==> config.mk <==
export PLATFORM = sky130hd
export DESIGN_NAME = digital_timer_ctrl_flat
export DESIGN_NICKNAME = d
export VERILOG_FILES = /design/src/rtl/digital_timer_ctrl_if.sv /design/src/rtl/digital_timer_ctrl.sv /design/src/flat_wrapper.sv
export SDC_FILE = /design/constraint.sdc
export NUM_CORES = 1
export LEC_CHECK = 0
export CAP_MARGIN = 20
export CORE_ASPECT_RATIO = 1.4
export CORE_UTILIZATION = 50
export DETAILED_ROUTE_END_ITERATION = 8
export PLACE_DENSITY_LB_ADDON = 0.08
export SYNTH_ARGS = -nofsm -noshare
export SYNTH_HDL_FRONTEND = slang
export SYNTH_SLANG_ARGS = --single-unit
==> constraint.sdc <==
create_clock -name sys_clk -period 1.9 [get_ports sys_clk]
set_clock_uncertainty 0.1 [all_clocks]
set_input_delay 0.57 -clock sys_clk [delete_from_list [all_inputs] [get_ports sys_clk]]
set_output_delay 0.57 -clock sys_clk [all_outputs]
set_load 0.02 [all_outputs]
==> src/rtl/digital_timer_ctrl_if.sv <==
// Button, live-digit and timer-control bundle between the board/timer and digital_timer_ctrl.
// The slave modport is the controller side; the master modport drives the buttons and live digits.
interface digital_timer_ctrl_if;
    logic            btn_start_stop;
    logic            btn_lap_reset;
    logic [5:0][6:0] clock_digits;
    logic            timer_pause;
    logic            timer_clear;
    logic            timer_reset;
    logic            lap_hold;
    logic [2:0]      ctrl_state;
    logic [5:0][6:0] disp_digits;

    modport slave (
        input  btn_start_stop, btn_lap_reset, clock_digits,
        output timer_pause, timer_clear, timer_reset, lap_hold, ctrl_state, disp_digits
    );

    modport master (
        output btn_start_stop, btn_lap_reset, clock_digits,
        input  timer_pause, timer_clear, timer_reset, lap_hold, ctrl_state, disp_digits
    );
endinterface

==> src/rtl/digital_timer_ctrl.sv <==
// Two-button timer controller: sync + debounce, five-state FSM, lap snapshot; press to outputs in DEBOUNCE_CYCLES+3 edges.
// No backpressure: each press pulse is consumed or discarded in the cycle it is high.
module digital_timer_ctrl #(
    parameter int DEBOUNCE_CYCLES = 4,
    parameter int RESET_CYCLES    = 2
) (
    input logic           sys_clk,
    input logic           rst,
    digital_timer_ctrl_if.slave tif
);
    localparam int CW = $clog2(DEBOUNCE_CYCLES + 1);
    localparam int RW = $clog2(RESET_CYCLES + 1);
    localparam logic [CW-1:0] DB_LAST  = CW'(DEBOUNCE_CYCLES - 1);
    localparam logic [RW-1:0] RST_LAST = RW'(RESET_CYCLES - 1);
    localparam logic [5:0][6:0] DIGITS_ZERO = {6{7'b0000001}};

    typedef enum logic [2:0] {
        IDLE  = 3'd0,
        RUN   = 3'd1,
        PAUSE = 3'd2,
        LAP   = 3'd3,
        CLR   = 3'd4
    } state_t;

    // Index 0 is start/stop, index 1 is lap/reset.
    logic [1:0]    s1, s2, stable, stable_q, press;
    logic [CW-1:0] cnt [2];

    always_ff @(posedge sys_clk) begin
        if (rst) begin
            s1       <= '0;
            s2       <= '0;
            stable   <= '0;
            stable_q <= '0;
            press    <= '0;
            for (int i = 0; i < 2; i++) cnt[i] <= '0;
        end else begin
            s1       <= {tif.btn_lap_reset, tif.btn_start_stop};
            s2       <= s1;
            stable_q <= stable;
            press    <= stable & ~stable_q;
            for (int i = 0; i < 2; i++) begin
                if (s2[i] == stable[i]) begin
                    cnt[i] <= '0;
                end else if (cnt[i] == DB_LAST) begin
                    stable[i] <= s2[i];
                    cnt[i]    <= '0;
                end else begin
                    cnt[i] <= cnt[i] + 1'b1;
                end
            end
        end
    end

    logic ss, lr;
    assign ss = press[0];
    assign lr = press[1];

    state_t        state, state_nxt;
    logic [RW-1:0] rcnt;
    logic          pause_q, clear_q, reset_q, hold_q;
    logic          pause_nxt, clear_nxt, reset_nxt, hold_nxt;
    logic [5:0][6:0] lap_digits, disp_q;

    always_ff @(posedge sys_clk) begin
        if (rst) begin
            state   <= IDLE;
            rcnt    <= '0;
            pause_q <= 1'b1;
            clear_q <= 1'b0;
            reset_q <= 1'b0;
            hold_q  <= 1'b0;
        end else begin
            state   <= state_nxt;
            rcnt    <= (state == CLR && rcnt != RST_LAST) ? rcnt + 1'b1 : '0;
            pause_q <= pause_nxt;
            clear_q <= clear_nxt;
            reset_q <= reset_nxt;
            hold_q  <= hold_nxt;
        end
    end

    // Start/stop is tested first everywhere so a coincident lap/reset press is dropped.
    always_comb begin
        state_nxt = state;
        case (state)
            IDLE:    if (ss) state_nxt = RUN;
            RUN:     if (ss) state_nxt = PAUSE; else if (lr) state_nxt = LAP;
            LAP:     if (ss) state_nxt = PAUSE; else if (lr) state_nxt = RUN;
            PAUSE:   if (ss) state_nxt = RUN;   else if (lr) state_nxt = CLR;
            CLR:     if (rcnt == RST_LAST) state_nxt = IDLE;
            default: state_nxt = IDLE;
        endcase
    end

    // Decoded from the next state so the registered outputs line up with the state register.
    always_comb begin
        pause_nxt = (state_nxt == IDLE) || (state_nxt == PAUSE) || (state_nxt == CLR);
        clear_nxt = (state_nxt == CLR);
        reset_nxt = (state_nxt == CLR);
        hold_nxt  = (state_nxt == LAP);
    end

    always_ff @(posedge sys_clk) begin
        if (rst) begin
            lap_digits <= DIGITS_ZERO;
            disp_q     <= DIGITS_ZERO;
        end else begin
            if (state == RUN && state_nxt == LAP) lap_digits <= tif.clock_digits;
            disp_q <= hold_q ? lap_digits : tif.clock_digits;
        end
    end

    assign tif.timer_pause = pause_q;
    assign tif.timer_clear = clear_q;
    assign tif.timer_reset = reset_q;
    assign tif.lap_hold    = hold_q;
    assign tif.ctrl_state  = state;
    assign tif.disp_digits = disp_q;
endmodule

==> src/flat_wrapper.sv <==
// flat-port wrapper written by rule: the top's interface ports become plain ports
module digital_timer_ctrl_flat 
#(
    parameter int DEBOUNCE_CYCLES = 4,
    parameter int RESET_CYCLES    = 2
)
  (sys_clk, rst, tif_btn_start_stop, tif_btn_lap_reset, tif_clock_digits, tif_timer_pause, tif_timer_clear, tif_timer_reset, tif_lap_hold, tif_ctrl_state, tif_disp_digits);
  digital_timer_ctrl_if tif_i ();
  input logic sys_clk;
  input logic rst;
  input wire logic [$bits(tif_i.btn_start_stop)-1:0] tif_btn_start_stop;
  input wire logic [$bits(tif_i.btn_lap_reset)-1:0] tif_btn_lap_reset;
  input wire logic [$bits(tif_i.clock_digits)-1:0] tif_clock_digits;
  output wire logic [$bits(tif_i.timer_pause)-1:0] tif_timer_pause;
  output wire logic [$bits(tif_i.timer_clear)-1:0] tif_timer_clear;
  output wire logic [$bits(tif_i.timer_reset)-1:0] tif_timer_reset;
  output wire logic [$bits(tif_i.lap_hold)-1:0] tif_lap_hold;
  output wire logic [$bits(tif_i.ctrl_state)-1:0] tif_ctrl_state;
  output wire logic [$bits(tif_i.disp_digits)-1:0] tif_disp_digits;
  assign tif_i.btn_start_stop = tif_btn_start_stop;
  assign tif_i.btn_lap_reset = tif_btn_lap_reset;
  assign tif_i.clock_digits = tif_clock_digits;
  assign tif_timer_pause = tif_i.timer_pause;
  assign tif_timer_clear = tif_i.timer_clear;
  assign tif_timer_reset = tif_i.timer_reset;
  assign tif_lap_hold = tif_i.lap_hold;
  assign tif_ctrl_state = tif_i.ctrl_state;
  assign tif_disp_digits = tif_i.disp_digits;
  digital_timer_ctrl #(.DEBOUNCE_CYCLES(DEBOUNCE_CYCLES), .RESET_CYCLES(RESET_CYCLES)) u_core (.sys_clk(sys_clk), .rst(rst), .tif(tif_i));
endmodule
==> metrics.txt <==
standard cell area after detailed placement=5283 sq um; count of maximum capacitance violations=0; commonest non-fill, non-tap cell in the layout=dfxtp_1; TritonCTS buffer count=9; worst-path maximum fanout=2; area share of the largest cell type after synthesis=47.62%; full die area=8955 sq um; final global-route overflow total=0; headroom to the max-slew limit=49.29%; clk sinks=108; clock insertion delay at the later pin of the skew report=340 ps; hold_ws=287.9 ps; WL final=7.446 mm; total negative slack=0 ps; average cell area after synthesis=10.83 sq um; class of the tightest hold or removal check=reg -> reg; Antenna Cells=0; average vias per placed instance=4.794; Critical-path top delay cell=dlygate4sd2_1; count of pins over their slew limit=0; count of H-tree levels built during CTS=3; non-filler cells, final=597; core region area=8247 sq um; Max Root-Sink Buffers=2; I/O Pins=95; Layout area overhead=28.51%; pin count of the biggest net entering global routing=76; pin slew with the least headroom to its limit=760.6 ps; number of buffers inserted by post-CTS setup repair=0; Iteration-0 DRC Markers=97; type of element launching the critical path=flop; via count=2862; kind of end point of the critical path=primary output; combined area of all synthesized cells=4288 sq um; Synth Instances=396; longest individual stage delay on the worst path=340 ps; TritonCTS clock tree=done; via count of the first global-routing pass=2854; cell taking the most area after synthesis=dfxtp_1; signal arrival time at the worst endpoint=1010 ps; site row count=39; total of warnings raised by yosys=0; unrepaired setup endpoints after global routing=no; Non-Filler Cell Area, Final=5510 sq um; wire length of the first global-routing pass=12.79 mm; Pre-antenna DRT Iters=4; clock input transition at the sequential cells of the worst setup and hold paths=70 ps; Initial Util=52.00%; floorplan die width=80.27 microns; Peak VDD IR=0.5675 mV; Routed wire per std cell=12.47 microns; cells traversed along the worst timing path=dlygate4sd2_1; maximum operating frequency=595.5 MHz; buffers plus inverters on the worst setup path=1; GR Util All Layers=18.56%; number of nets in the layout=541; setup slack of the most critical reg-to-reg path=330 ps; Worst EP required=1230 ps; fill cell instance count of the final layout=691; cts-stage hold buffer count=0; status=finished clean; number of failing hold endpoints at the final stage=0; number of buffer cells added on primary ports=94; fraction of final layout cells with drive strength greater than 1=5.253%; post-route fraction of the period consumed by the critical path=88.39%; top library cells by usage in the layout, fill and taps aside=dfxtp_1, mux2i_1, nand2b_1; Worst path top cell family by delay=buffers and inverters; minimum period implied by the final worst setup slack=1679 ps; height of the die=111.6 microns; antenna violations before repair=0; cell types with the largest area share after synthesis=dfxtp_1, mux2i_1, nand2b_1; Routed Antenna Nets=0; Post-DP HPWL=5.116 mm; Power per Cell Area=828.0 nW/um^2; Final Wtd Congestion=0.6743; leakage component of the power=2.139 nW; dpl cells=581; fraction of the yosys area taken by sequential cells=51.82%; CTS root buf=clkbuf_16; fin util=66.82%; number of register bits inferred by synthesis=108; count of different cell masters after synthesis=29; final setup vio count=0; classification of the worst setup path=reg -> out; DRC viols=0
[cell families after synthesis]
group	count (synthesis)	synth area share [%]
compound gates	10	1.867
xor+xnor	4	0.8170
fa+ha+maj	5	1.459
buf+inv	32	5.282
flops	108	51.82
mux	80	18.68
other cells	1	0.08746
simple gates	156	19.99
[per-stage QoR]
stage	power, W	setup slack, ps
6_report	0.004563	220.7
5_1_grt	0.004765	162.1
4_1_cts	0.004618	194.8
3_5_place_dp	0.002831	285.4
3_3_place_gp	0.002823	279.3
2_1_floorplan	0.002609	424.7
[synthesized netlist by cell type]
master / number
dfxtp_1: 102
mux2i_1: 80
nand2b_1: 72
nor2_1: 59
nor2b_1: 15
buf_4: 7
clkbuf_1: 7
a211o_1: 6
buf_2: 6
edfxtp_1: 6
inv_1: 6
ha_1: 5
buf_12: 4
xnor2_1: 4
o21a_1: 2
or3_1: 2
a211oi_1: 1
buf_1: 1
buf_6: 1
conb_1: 1
nand2_1: 1
nand2b_4: 1
nor3_1: 1
nor3b_1: 1
nor4_1: 1
nor4b_4: 1
nor4bb_1: 1
o21ai_0: 1
or3b_1: 1
[power breakdown]
part	switching, W	total (W)	internal [W]	leakage (nW)
logic	0.000182	0.000384	0.000202	1.10
clock network	0.000764	0.00182	0.00106	0.141
registers	0.0000142	0.00236	0.00234	0.897
[final timing paths]
check,startpoint,endpoint,depth (start not counted)
worst max-delay path,u_core.tif.ctrl_state[0],tif_ctrl_state[0],1
worst min-delay path,u_core.stable_q[1],u_core.press[1],1
worst max register to register,u_core.cnt[0][0],u_core.cnt[0][2],4
worst min register to register,u_core.stable_q[1],u_core.press[1],1
[metal layers]
| layer | vias up | share of wire (%) | global-route usage, % |
|---|---|---|---|
| met4 | 0 | 1.6 | 6.429 |
| met3 | 7 | 4.5 | 6.148 |
| li1 | 1477 | - | - |
| met5 | - | 0 | 0 |
| met2 | 56 | 51 | 32.25 |
| met1 | 1322 | 42 | 20.86 |
[final cells by class]
class / count / area, sq um / share of cell area, %
sequential: 108 / 2223 / 40.35
inverter: 6 / 22.52 / 0.4087
tap: 102 / 127.6 / 2.316
timing repair buffer: 104 / 989.7 / 17.96
clock buffer: 14 / 254.0 / 4.609
clock inverter: 2 / 35.03 / 0.6358
multi-input combinational: 261 / 1858 / 33.72
[state kept, by name, indices dropped and copies added, names as in the netlist]
| register | cells |
|---|---|
| u_core.cnt | 6 |
| u_core.tif.lap_hold | 1 |
| u_core.lap_digits | 42 |
| u_core.tif.timer_clear | 1 |
| u_core.s2 | 2 |
| u_core.rcnt | 2 |
| u_core.tif.timer_pause | 1 |
| u_core.press | 2 |
| u_core.stable | 2 |
| u_core.tif.disp_digits | 42 |
| u_core.tif.ctrl_state | 3 |
| u_core.stable_q | 2 |
| u_core.s1 | 2 |
[repair_timing]
action                                 in CTS  in global routing
gates resized for setup                    49                  0
endpoints found under the hold margin       0                  0
setup endpoints to repair                  49                  0
(Power assumes the default switching activity.)
